## src/rtl/rca_32_adder.sv

```systemverilog
// Ripple-carry adder with a registered result.
// {Cout,SUM} = A + B + Cin (unsigned, WIDTH+1 bits), valid one clock after the operands.
// The sum path is a plain chain of full-adder cells so this adder can serve as the
// slow, obviously-correct baseline that faster adders are compared against.

// One-bit full adder: the only place where sum and carry logic lives.
module FullAdderCell (
    input  logic a_i,
    input  logic b_i,
    input  logic c_i,
    output logic s_o,
    output logic c_o
);

    // Sum is the parity of the three inputs; carry is their majority.
    assign s_o = a_i ^ b_i ^ c_i;
    assign c_o = (a_i & b_i) | (a_i & c_i) | (b_i & c_i);

endmodule

module rca_32_adder #(
    parameter int WIDTH = 32
) (
    input  logic             clk,
    input  logic             rst,
    input  logic [WIDTH-1:0] A,
    input  logic [WIDTH-1:0] B,
    input  logic             Cin,
    output logic [WIDTH-1:0] SUM,
    output logic             Cout
);

    // carry[i] enters bit i; carry[WIDTH] is the carry out of the top bit.
    logic [WIDTH:0]   carry;
    logic [WIDTH-1:0] sum_d;
    logic [WIDTH-1:0] sum_q;
    logic             cout_q;

    assign carry[0] = Cin;

    // Strict ripple: each cell waits on the carry of the cell below it, no lookahead.
    for (genvar i = 0; i < WIDTH; i++) begin : g_ripple
        FullAdderCell u_cell (
            .a_i (A[i]),
            .b_i (B[i]),
            .c_i (carry[i]),
            .s_o (sum_d[i]),
            .c_o (carry[i+1])
        );
    end

    // Capture the combinational result each cycle; reset clears both outputs.
    always_ff @(posedge clk) begin
        if (rst) begin
            sum_q  <= '0;
            cout_q <= 1'b0;
        end else begin
            sum_q  <= sum_d;
            cout_q <= carry[WIDTH];
        end
    end

    assign SUM  = sum_q;
    assign Cout = cout_q;

endmodule

```

## config.mk

```make
export PLATFORM = sky130hd
export DESIGN_NAME = rca_32_adder
export DESIGN_NICKNAME = d
export VERILOG_FILES = /design/src/rtl/rca_32_adder.sv
export SDC_FILE = /design/constraint.sdc
export NUM_CORES = 1
export LEC_CHECK = 0
export CAP_MARGIN = 0
export CORE_ASPECT_RATIO = 1.25
export CORE_MARGIN = 10
export CORE_UTILIZATION = 39
export DETAILED_ROUTE_END_ITERATION = 6
export GPL_TIMING_DRIVEN = 0
export PLACE_DENSITY_LB_ADDON = 0.25
export SYNTH_ARGS = -nofsm -noshare
export SYNTH_HDL_FRONTEND = slang
export SYNTH_HIERARCHICAL = 1
export SYNTH_SLANG_ARGS = --single-unit
```

## constraint.sdc

```tcl
create_clock -name clk -period 25.5 [get_ports clk]
set_input_delay 5.1 -clock clk [delete_from_list [all_inputs] [get_ports clk]]
set_output_delay 5.1 -clock clk [all_outputs]
set_load 0.02 [all_outputs]
```

## Yosys cells after proc, flatten, opt, wreduce, memory -nomap -nowiden

Cells that the tools add are included.

- $add $sub $neg: 0
- Multipliers: 0
- Div/mod/pow operators: 0
- Magnitude comparators: 0
- Equality and inequality tests: 0
- Shift-type cells: 0
- Multiplexer cells: 0
- Bitwise operators: 224
- Reduce and logical (&&, ||, !) cells: 0

Operators by type and width:

| cell | count |
|---|---|
| 1-bit AND | 96 |
| 1-bit OR | 64 |
| 1-bit bitwise XOR | 64 |

- Flip-flop bits (word level): 33
- Bits in latches: 0
- Bits in writable memories: 0
- Memory bits (read-only): 0
- Input bits: 67
- Output and inout port bits: 33
- Word-level logic and storage cells: 226
- Memories: 0

## Longest topological paths before layout

Gate-level depths: netlist (run 1).

- Word-level depth: 96
- Depth in mapped cells: 33
- Gate-level depth less buffers: 33

## By module

The synthesis (run 1) kept the hierarchy.

Modules (own cells, without submodules):

| module | instances | cells each | area each (um^2) | seq. area each (um^2) |
|---|---|---|---|---|
| rca_32_adder | 1 | 69 | 889.6 | 660.6 |
| FullAdderCell | 32 | 1 | 20.0 | 0.0 |

## Least setup slack after synthesis (run 1)

OpenSTA, ideal clock, no wires.

- Path kind: in2reg
- Start: input port A[0]
- End: register sum_q[31], in the netlist SUM[31]
- Setup time: 114 ps
- Data arrival time: 17450 ps
- Required time: 25386 ps
- Slack: 7936 ps
- Cell stages on the path: 33
- Buffers on the path: 0
- Path through: fa_1 fa_1 fa_1 fa_1 fa_1 fa_1 fa_1 fa_1 fa_1 fa_1 fa_1 fa_1 fa_1 fa_1 fa_1 fa_1 fa_1 fa_1 fa_1 fa_1 fa_1 fa_1 fa_1 fa_1 fa_1 fa_1 fa_1 fa_1 fa_1 fa_1 fa_1 fa_1 nor2b_1

- Cells in the longest elaborated chain, start to end: 94
- Elaborated cells between the ends (all ways): 125
- Those cells by class: bitwise (125)

Ends and longest elaborated chain:

| element | line | text |
|---|---|---|
| start: declaration | 26 | `input logic [WIDTH-1:0] A,` |
| 1-bit AND | 17 | `assign c_o = (a_i & b_i) \| (a_i & c_i) \| (b_i & c_i);` |
| 1-bit OR (*) (2 in a row) | 17 |  |
| 1-bit AND | 17 |  |
| 1-bit OR | 17 |  |
| 1-bit OR (*) | 17 |  |
| net carry[2] | 34 | `logic [WIDTH:0] carry;` |
| 1-bit AND | 17 |  |
| 1-bit OR | 17 |  |
| (+1 left out) | -- |  |
| net carry[3] | 34 |  |
| (+3 left out) | -- |  |
| net carry[4] | 34 |  |
| (+3 left out) | -- |  |
| net carry[5] | 34 |  |
| (+3 left out) | -- |  |
| net carry[6] | 34 |  |
| (+3 left out) | -- |  |
| net carry[7] | 34 |  |
| (+3 left out) | -- |  |
| net carry[8] | 34 |  |
| (+3 left out) | -- |  |
| net carry[9] | 34 |  |
| (+3 left out) | -- |  |
| net carry[10] | 34 |  |
| (+3 left out) | -- |  |
| net carry[11] | 34 |  |
| (+3 left out) | -- |  |
| net carry[12] | 34 |  |
| (+3 left out) | -- |  |
| net carry[13] | 34 |  |
| (+3 left out) | -- |  |
| net carry[14] | 34 |  |
| (+3 left out) | -- |  |
| net carry[15] | 34 |  |
| (+3 left out) | -- |  |
| net carry[16] | 34 |  |
| (+3 left out) | -- |  |
| net carry[17] | 34 |  |
| (+3 left out) | -- |  |
| net carry[18] | 34 |  |
| (+3 left out) | -- |  |
| net carry[19] | 34 |  |
| (+3 left out) | -- |  |
| net carry[20] | 34 |  |
| (+3 left out) | -- |  |
| net carry[21] | 34 |  |
| (+3 left out) | -- |  |
| net carry[22] | 34 |  |
| (+3 left out) | -- |  |
| net carry[23] | 34 |  |
| (+3 left out) | -- |  |
| net carry[24] | 34 |  |
| (+3 left out) | -- |  |
| net carry[25] | 34 |  |
| (+3 left out) | -- |  |
| net carry[26] | 34 |  |
| (+3 left out) | -- |  |
| net carry[27] | 34 |  |
| (+3 left out) | -- |  |
| net carry[28] | 34 |  |
| (+3 left out) | -- |  |
| net carry[29] | 34 |  |
| (+2 left out) | -- |  |
| 1-bit OR (*) | 17 |  |
| net carry[30] | 34 |  |
| 1-bit AND | 17 |  |
| 1-bit OR | 17 |  |
| 1-bit OR (*) | 17 |  |
| net carry[31] | 34 |  |
| 1-bit bitwise XOR (*) | 16 | `assign s_o = a_i ^ b_i ^ c_i;` |
| net sum_d[31] | 35 | `logic [WIDTH-1:0] sum_d;` |
| end signal: assignment | 58 | `sum_q <= sum_d;` |
| end: declaration | 36 | `logic [WIDTH-1:0] sum_q;` |

The timed path passes the listed nets; every way through them passes the cells marked *.
A chain may end at the register's enable or synchronous reset.

## Final worst setup path (run 1)

- Start: input port A[0]
- End: register sum_q[31], in the netlist SUM[31]

- Cells in the longest elaborated chain, start to end: 94
- Elaborated cells between the ends (all ways): 125
- Those cells by class: bitwise (125)

Ends and longest elaborated chain:

| element | line |
|---|---|
| 1-bit AND | 17 |
| 1-bit OR (*) (2 in a row) | 17 |
| net carry[1] | 34 |
| 1-bit AND | 17 |
| 1-bit OR | 17 |
| 1-bit OR (*) | 17 |
| net carry[2] | 34 |
| 1-bit AND | 17 |
| (+2 left out) | -- |
| net carry[3] | 34 |
| (+3 left out) | -- |
| net carry[4] | 34 |
| (+3 left out) | -- |
| net carry[5] | 34 |
| (+3 left out) | -- |
| net carry[6] | 34 |
| (+3 left out) | -- |
| net carry[7] | 34 |
| (+3 left out) | -- |
| net carry[8] | 34 |
| (+3 left out) | -- |
| net carry[9] | 34 |
| (+3 left out) | -- |
| net carry[10] | 34 |
| (+3 left out) | -- |
| net carry[11] | 34 |
| (+3 left out) | -- |
| net carry[12] | 34 |
| (+3 left out) | -- |
| net carry[13] | 34 |
| (+3 left out) | -- |
| net carry[14] | 34 |
| (+3 left out) | -- |
| net carry[15] | 34 |
| (+3 left out) | -- |
| net carry[16] | 34 |
| (+3 left out) | -- |
| net carry[17] | 34 |
| (+3 left out) | -- |
| net carry[18] | 34 |
| (+3 left out) | -- |
| net carry[19] | 34 |
| (+3 left out) | -- |
| net carry[20] | 34 |
| (+3 left out) | -- |
| net carry[21] | 34 |
| (+3 left out) | -- |
| net carry[22] | 34 |
| (+3 left out) | -- |
| net carry[23] | 34 |
| (+3 left out) | -- |
| net carry[24] | 34 |
| (+3 left out) | -- |
| net carry[25] | 34 |
| (+3 left out) | -- |
| net carry[26] | 34 |
| (+3 left out) | -- |
| net carry[27] | 34 |
| (+3 left out) | -- |
| net carry[28] | 34 |
| (+3 left out) | -- |
| net carry[29] | 34 |
| (+2 left out) | -- |
| 1-bit OR (*) | 17 |
| net carry[30] | 34 |
| 1-bit AND | 17 |
| 1-bit OR | 17 |
| 1-bit OR (*) | 17 |
| net carry[31] | 34 |
| 1-bit bitwise XOR (*) | 16 |
| net sum_d[31] | 35 |

Marks and branches as above.

==> report_table.html, run 1 <==
<table>
<tr><th>Metric</th><th>Value</th></tr>
<tr><th colspan="2">Setup path</th></tr>
<tr><td>Element type at the critical path end</td><td>flop</td></tr>
<tr><td>WS Path Type</td><td>in2reg</td></tr>
<tr><td>Delay of the slowest critical-path stage</td><td>0.45 ns</td></tr>
<tr><td>Startpoint kind of the worst setup timing path</td><td>primary input</td></tr>
<tr><td>WP depth</td><td>34</td></tr>
<tr><td>Data required time at the worst endpoint</td><td>25.65 ns</td></tr>
<tr><td>Top Family by Delay on Critical Path</td><td>adder cells</td></tr>
<tr><td>CP startpoint</td><td>A[0]</td></tr>
<tr><td>Worst path slowest cell</td><td>fa_1</td></tr>
<tr><td>Critical path endpoint</td><td>SUM[31]</td></tr>
<tr><td>Most common cell on crit path</td><td>fa_1</td></tr>
<tr><td>Arrival time at the worst endpoint</td><td>18.45 ns</td></tr>
<tr><td>Worst Path Max Fanout</td><td>1</td></tr>
<tr><td>Critical path buffer and inverter count</td><td>1</td></tr>
<tr><th colspan="2">Place</th></tr>
<tr><td>Detailed Place HPWL</td><td>3.846 mm</td></tr>
<tr><td>Final weighted congestion in routability-driven placement</td><td>0.7000</td></tr>
<tr><td>Placed cell areas</td><td>2589 µm²</td></tr>
<tr><td>Placed cell count</td><td>254</td></tr>
<tr><td>Count of buffers from port buffering</td><td>99</td></tr>
<tr><th colspan="2">Clock tree</th></tr>
<tr><td>Count of hold buffers inserted by post-cts repair</td><td>0</td></tr>
<tr><td>CTS Buf Count</td><td>5</td></tr>
<tr><td># clock sinks</td><td>33</td></tr>
<tr><td>Post-CTS setup-driven buffer insertion count</td><td>0</td></tr>
<tr><td>Total number of H-tree levels</td><td>2</td></tr>
<tr><td>PostCTS Resize Cnt</td><td>0</td></tr>
<tr><td>Max Buffers Root-to-Sink</td><td>2</td></tr>
<tr><td>Clk root buf</td><td>clkbuf_8</td></tr>
<tr><td>Clock transition at the registers of the reported paths</td><td>0.06 ns</td></tr>
<tr><td>TritonCTS clock tree</td><td>yes</td></tr>
<tr><th colspan="2">STA</th></tr>
<tr><td>Unrepaired setup endpoints after global routing</td><td>no</td></tr>
<tr><td>Minimum clock period</td><td>18.30 ns</td></tr>
<tr><td>Rel. slew slack</td><td>0.8265</td></tr>
<tr><td>Post-route clock period utilization</td><td>0.7176</td></tr>
<tr><td>Slew Viols, Final</td><td>0</td></tr>
<tr><td>Least-Margin Pin Slew</td><td>0.2595 ns</td></tr>
<tr><td>Total of endpoints with negative setup slack in the final report</td><td>0</td></tr>
<tr><td>Setup TNS</td><td>0 ns</td></tr>
<tr><td>Peak Freq</td><td>54.65 MHz</td></tr>
<tr><td>Final count of hold timing violations</td><td>0</td></tr>
<tr><th colspan="2">Yosys</th></tr>
<tr><td>Net count after synthesis</td><td>200</td></tr>
<tr><td>Sequential area share after synthesis</td><td>0.4317</td></tr>
<tr><td>Number of enable flip-flop cells after synthesis</td><td>0</td></tr>
<tr><td>Post-Syn Area per Cell</td><td>15.15 µm²</td></tr>
<tr><td>Top FF cell, synth</td><td>dfxtp_1</td></tr>
<tr><td>Leading post-synthesis cells by cell area</td><td>dfxtp_1, fa_1, nor2b_1, buf_4</td></tr>
<tr><td>Cell type contributing the most total cell area after synthesis</td><td>dfxtp_1</td></tr>
<tr><td>Share of the synthesized area in the top cell type</td><td>0.4317</td></tr>
<tr><td>Number of flip-flops and latches in the synthesized netlist</td><td>33</td></tr>
<tr><td>Distinct cell type count of the synthesized netlist</td><td>4</td></tr>
<tr><td>Synthesized instance count</td><td>101</td></tr>
<tr><td>Total of warnings raised by yosys</td><td>6</td></tr>
<tr><td>Netlist area before placement</td><td>1530 µm²</td></tr>
<tr><td>Most frequent cells after synthesis</td><td>dfxtp_1, nor2b_1, fa_1</td></tr>
<tr><td>Synth async-reset ratio</td><td>0</td></tr>
<tr><th colspan="2">Cells and area</th></tr>
<tr><td>Final core occ</td><td>0.7068</td></tr>
<tr><td>Area Overhead vs Synth</td><td>74.82%</td></tr>
<tr><td>Total Nets Final</td><td>306</td></tr>
<tr><td>Post-route cell area</td><td>2675 µm²</td></tr>
<tr><td>Share of final-layout standard cells stronger than drive strength 1</td><td>0.04348</td></tr>
<tr><td>Number of standard cells in the final layout excluding fillers</td><td>261</td></tr>
<tr><td>Number of diodes added for antenna fixing</td><td>0</td></tr>
<tr><th colspan="2">Min path</th></tr>
<tr><td>Min-delay worst type</td><td>in2reg</td></tr>
<tr><th colspan="2">Floorplanning</th></tr>
<tr><td>Die Outline Area</td><td>6845 µm²</td></tr>
<tr><td>I/O Pins</td><td>100</td></tr>
<tr><td>Initial standard-cell utilization of the core</td><td>0.4043</td></tr>
<tr><td>Std-Cell Rows</td><td>25</td></tr>
<tr><td>Die boundary height</td><td>90.03 µm</td></tr>
<tr><td>Die X</td><td>76.03 µm</td></tr>
<tr><td>Core region area</td><td>3785 µm²</td></tr>
<tr><th colspan="2">Routing</th></tr>
<tr><td>Detailed-route vias per instance</td><td>4.161</td></tr>
<tr><td>Routed len/inst</td><td>16.37 µm</td></tr>
<tr><td>Post-detailed-route count of antenna-violating nets</td><td>0</td></tr>
<tr><td>DRC violation total after the first TritonRoute iteration</td><td>18</td></tr>
<tr><td>Count of TritonRoute iterations in the first routing pass</td><td>2</td></tr>
<tr><td>WL final</td><td>4.273 mm</td></tr>
<tr><td>Remaining DRCs</td><td>0</td></tr>
<tr><td>Via count</td><td>1086</td></tr>
<tr><th colspan="2">Power and ir drop</th></tr>
<tr><td>Leakage component of the power</td><td>1.018 nW</td></tr>
<tr><td>Power density cells</td><td>55.38 nW/µm²</td></tr>
<tr><td>Peak VDD IR</td><td>28.85 µV</td></tr>
<tr><th colspan="2">Run</th></tr>
<tr><td>Maxcap violations</td><td>0</td></tr>
<tr><th colspan="2">Global route</th></tr>
<tr><td>Wire length of the first global-routing pass</td><td>6.989 mm</td></tr>
<tr><td>Number of antenna violations at the first check in global routing</td><td>0</td></tr>
<tr><td>Leftover overflow at the end of global routing</td><td>0</td></tr>
<tr><td>Maximum number of pins on one net before global-route repair</td><td>11</td></tr>
<tr><td>Total routing usage reported by global routing</td><td>0.1303</td></tr>
<tr><td>Number of global-route vias before repair</td><td>1370</td></tr>
<tr><th colspan="2">Run status</th></tr>
<tr><td>Run status</td><td>finished, final reports clean</td></tr>
</table>
[where the power goes]
part	switching [mW]	internal [mW]	leakage, nW	total [mW]
sequential	0.00169	0.0584	0.275	0.0601
clock	0.0161	0.0214	0.0443	0.0375
combinational	0.0215	0.0291	0.699	0.0506
total	0.0393	0.109	1.02	0.148
[kinds of logic (layout without fill, tap and decap cells)]
kind of cell,after synthesis,after routing,share of synthesized area
buffers and inverters,3,109,0.01472
adder cells (fa/ha/maj),32,32,0.4186
flip-flops,33,33,0.4317
AND/OR/NAND/NOR,33,33,0.1349
[worst min path at each step]
stage	slack, ns	depth (start not counted)	endpoint	startpoint
global placement	5.78	2	SUM[29]	rst
detailed placement	5.78	2	Cout	rst
global route	5.53	2	Cout	rst
finish	5.50	2	Cout	rst
floorplan	5.17	1	Cout	rst
CTS	5.50	2	Cout	rst
[stage by stage]
stage	worst slack (ns)	total power, mW	hold WS (ns)
after floorplan	7.936	0.08240	5.172
after global placement	7.085	0.1109	5.782
after detailed placement	6.890	0.1127	5.784
after CTS	7.143	0.1510	5.498
after global routing	6.743	0.1580	5.529
final	7.201	0.1481	5.500
[metal layers]
metal  global-route usage  vias up  wire (µm)
met5                    0        -          0
met4              0.03797        0         30
met3              0.07171        5        506
met2               0.2372       61       2372
met1               0.1206      508       1364
li1                     -      512          -
[layout by cell type, fill, tap and decap left out]
master | Yosys | routed
clkdlybuf4s50_1 | 0 | 99
dfxtp_1 | 33 | 33
nor2b_1 | 33 | 33
fa_1 | 32 | 32
clkbuf_8 | 0 | 6
buf_4 | 3 | 3
clkbuf_1 | 0 | 1
[cell type report]
type                       instances  area [µm²]
buffer                             3       22.52
clock buffer                       7       86.33
sequential                        33       660.6
fill                             288        1110
multi-input combinational         65       847.1
timing repair buffer              99       991.0
tap                               54       67.56
[registers in the layout, indices dropped and copies added, names as in the netlist]
signal	flops
SUM	32
Cout	1
Note: power is estimated with default switching activity, not from simulation.
==> inputs of run 2 (changes only) <==
--- a/config.mk
+++ b/config.mk
@@ -8,7 +8,7 @@
 export CAP_MARGIN = 0
 export CORE_ASPECT_RATIO = 1.25
 export CORE_MARGIN = 10
-export CORE_UTILIZATION = 39
+export CORE_UTILIZATION = 36
 export DETAILED_ROUTE_END_ITERATION = 6
 export GPL_TIMING_DRIVEN = 0
 export PLACE_DENSITY_LB_ADDON = 0.25
==> constraint.sdc (replaced) <==
create_clock -name clk -period 17.7 [get_ports clk]
set_input_delay 3.54 -clock clk [delete_from_list [all_inputs] [get_ports clk]]
set_output_delay 3.54 -clock clk [all_outputs]
set_load 0.02 [all_outputs]
==> report_table.html, run 2 (synthesis gave the netlist of run 1 again) <==
<table>
<tr><th>Metric</th><th>Value</th></tr>
<tr><th colspan="2">Min path</th></tr>
<tr><td>Hold worst-path end</td><td>SUM[31]</td></tr>
<tr><td>Min-delay worst type</td><td>in2reg</td></tr>
<tr><td>WHS Path Cells</td><td>2 (unchanged)</td></tr>
<tr><td>Worst Hold Launch</td><td>rst</td></tr>
<tr><th colspan="2">Global route</th></tr>
<tr><td>Leftover overflow at the end of global routing</td><td>0 (unchanged)</td></tr>
<tr><td>Number of antenna violations at the first check in global routing</td><td>0 (unchanged)</td></tr>
<tr><td>Number of global-route vias before repair</td><td>1394 (+1.8%)</td></tr>
<tr><td>Total routing usage reported by global routing</td><td>0.1247 (-0.005694)</td></tr>
<tr><td>Global route hottest layer</td><td>met2</td></tr>
<tr><td>Global Route met1 Usage</td><td>0.1235 (+0.002967)</td></tr>
<tr><td>GR Util met2</td><td>0.2054 (-0.03186)</td></tr>
<tr><td>Maximum number of pins on one net before global-route repair</td><td>11 (unchanged)</td></tr>
<tr><td>Wire length of the first global-routing pass</td><td>6.982 mm (-0.10%)</td></tr>
<tr><td>Met3 demand-to-capacity share in global routing</td><td>0.07253 (+0.0008207)</td></tr>
<tr><th colspan="2">Run status</th></tr>
<tr><td>Run status</td><td>finished, final reports clean</td></tr>
<tr><th colspan="2">Place</th></tr>
<tr><td>Final weighted congestion in routability-driven placement</td><td>0.6874 (-1.8%)</td></tr>
<tr><td>Count of buffers from port buffering</td><td>99 (unchanged)</td></tr>
<tr><td>Detailed Place HPWL</td><td>3.645 mm (-5.2%)</td></tr>
<tr><th colspan="2">Routing</th></tr>
<tr><td>Remaining DRCs</td><td>0 (unchanged)</td></tr>
<tr><td>Count of TritonRoute iterations in the first routing pass</td><td>2 (unchanged)</td></tr>
<tr><td>WL final</td><td>4.094 mm (-4.2%)</td></tr>
<tr><td>Routed len/inst</td><td>15.51 µm (-5.3%)</td></tr>
<tr><td>Post-detailed-route count of antenna-violating nets</td><td>0 (unchanged)</td></tr>
<tr><td>DRC violation total after the first TritonRoute iteration</td><td>21 (+3)</td></tr>
<tr><td>Detailed-route vias per instance</td><td>4.242 (+2.0%)</td></tr>
<tr><td>Via count</td><td>1120 (+3.1%)</td></tr>
<tr><th colspan="2">Clock tree</th></tr>
<tr><td># clock sinks</td><td>33 (unchanged)</td></tr>
<tr><td>Clock transition at the registers of the reported paths</td><td>0.06 ns (about the same)</td></tr>
<tr><td>CTS Buf Count</td><td>5 (unchanged)</td></tr>
<tr><td>Max Buffers Root-to-Sink</td><td>2 (unchanged)</td></tr>
<tr><td>PostCTS Resize Cnt</td><td>0 (unchanged)</td></tr>
<tr><td>Total number of H-tree levels</td><td>2 (unchanged)</td></tr>
<tr><td>Count of hold buffers inserted by post-cts repair</td><td>0 (unchanged)</td></tr>
<tr><td>Clk root buf</td><td>clkbuf_8</td></tr>
<tr><td>Post-CTS setup-driven buffer insertion count</td><td>0 (unchanged)</td></tr>
<tr><td>TritonCTS clock tree</td><td>yes</td></tr>
<tr><th colspan="2">Floorplanning</th></tr>
<tr><td>Std-Cell Rows</td><td>26 (+4.0%)</td></tr>
<tr><td>Core region area</td><td>4099 µm² (+8.3%)</td></tr>
<tr><td>I/O Pins</td><td>100 (unchanged)</td></tr>
<tr><td>Die Outline Area</td><td>7275 µm² (+6.3%)</td></tr>
<tr><td>Die boundary height</td><td>92.89 µm (+3.2%)</td></tr>
<tr><td>Initial standard-cell utilization of the core</td><td>0.3733 (-0.03098)</td></tr>
<tr><td>Die X</td><td>78.32 µm (+3.0%)</td></tr>
<tr><th colspan="2">Setup path</th></tr>
<tr><td>Worst Path Max Fanout</td><td>1 (unchanged)</td></tr>
<tr><td>Startpoint kind of the worst setup timing path</td><td>primary input</td></tr>
<tr><td>Arrival time at the worst endpoint</td><td>16.84 ns (-1.61 ns)</td></tr>
<tr><td>Data required time at the worst endpoint</td><td>17.87 ns (-7.78 ns)</td></tr>
<tr><td>Most common cell on crit path</td><td>fa_1</td></tr>
<tr><td>Delay of the slowest critical-path stage</td><td>0.45 ns (about the same)</td></tr>
<tr><td>Worst path slowest cell</td><td>fa_1</td></tr>
<tr><td>WS Path Type</td><td>in2reg</td></tr>
<tr><td>Element type at the critical path end</td><td>flop</td></tr>
<tr><th colspan="2">Run</th></tr>
<tr><td>Maxcap violations</td><td>0 (unchanged)</td></tr>
<tr><th colspan="2">STA</th></tr>
<tr><td>Final count of hold timing violations</td><td>0 (unchanged)</td></tr>
<tr><td>Total of endpoints with negative setup slack in the final report</td><td>0 (unchanged)</td></tr>
<tr><td>Unrepaired setup endpoints after global routing</td><td>no</td></tr>
<tr><td>Slew Viols, Final</td><td>0 (unchanged)</td></tr>
<tr><td>Final Hold Slack</td><td>3.935 ns (-1.565 ns)</td></tr>
<tr><td>Least-Margin Pin Slew</td><td>0.2531 ns (-0.006366 ns)</td></tr>
<tr><td>Post-route clock period utilization</td><td>0.9415</td></tr>
<tr><td>Peak Freq</td><td>60.01 MHz</td></tr>
<tr><td>Minimum clock period</td><td>16.67 ns</td></tr>
<tr><td>Setup TNS</td><td>0 ns (unchanged)</td></tr>
<tr><td>Rel. slew slack</td><td>0.8307 (+0.004257)</td></tr>
<tr><th colspan="2">Power and ir drop</th></tr>
<tr><td>Peak VDD IR</td><td>41.64 µV (+44%)</td></tr>
<tr><td>Power density cells</td><td>78.97 nW/µm² (+43%)</td></tr>
<tr><td>Leakage component of the power</td><td>1.013 nW (-0.47%)</td></tr>
<tr><td>Total power</td><td>211.0 µW (+42%)</td></tr>
<tr><th colspan="2">Cells and area</th></tr>
<tr><td>Most common library cell in the layout ignoring fill and taps</td><td>clkdlybuf4s50_1</td></tr>
<tr><td>Number of diodes added for antenna fixing</td><td>0 (unchanged)</td></tr>
<tr><td>Most frequent cells in the layout</td><td>clkdlybuf4s50_1, dfxtp_1, nor2b_1, fa_1, clkbuf_8</td></tr>
<tr><td>Share of final-layout standard cells stronger than drive strength 1</td><td>0.03846 (-0.005017)</td></tr>
<tr><td>Max FFs per register</td><td>32 (unchanged)</td></tr>
<tr><td>Total Nets Final</td><td>306 (unchanged)</td></tr>
<tr><td>Area Overhead vs Synth</td><td>74.57%</td></tr>
</table>
run 2: cell count changes in the layout (fill, tap and decap cells not counted), sizes merged:
cell / previous run / this run
clkbuf: 7 / 8
run 2: per-layer routing:
metal / up-vias / wire [µm]
li1: 512 / -
met1: 532 / 1396
met2: 66 / 2090
met3: 10 / 524
met4: 0 / 83
met5: - / 0
run 2: critical path: cells and delay by family:
family	cells	cell delay, ns
buffers and inverters	1	0.43
adders and majority gates	32	12.74
and+or+nand+nor	1	0.13
run 2: worst max path at each step:
stage | slack (ns) | endpoint | start | depth (start not counted)
floorplan | 1.70 | SUM[31] | A[0] | 33
finish | 1.03 | SUM[31] | A[0] | 34
detailed placement | 0.67 | SUM[31] | A[0] | 34
global route | 0.63 | SUM[31] | A[0] | 34
global placement | 0.85 | SUM[31] | A[0] | 34
CTS | 0.99 | SUM[31] | A[0] | 34
run 2: layout make-up:
cell class	count	area, µm²
buffer	3	22.52
fill	350	1428
sequential	33	660.6
tap	56	70.07
timing repair buffer	99	991.0
clock buffer	8	80.08
multi-input combinational	65	847.1
run 2: metrics by stage:
| step | cells | instance area (µm²) | util | worst slack [ns] |
|---|---|---|---|---|
| 4_1_cts | 264 | 2671 | 0.6517 | 0.9891 |
| 5_1_grt | 264 | 2671 | 0.6517 | 0.6342 |
| 2_1_floorplan | 101 | 1530 | - | 1.696 |
| 6_report | 264 | 2671 | 0.6517 | 1.035 |
| 3_5_place_dp | 256 | 2591 | 0.6322 | 0.6675 |
| 3_3_place_gp | 256 | 2591 | 0.6322 | 0.8526 |
run 2: report_power, final:
part           total, mW  switching, mW  internal (mW)
combinational     0.0726         0.0307         0.0419
sequential        0.0865        0.00241         0.0841
clock             0.0519         0.0240         0.0279
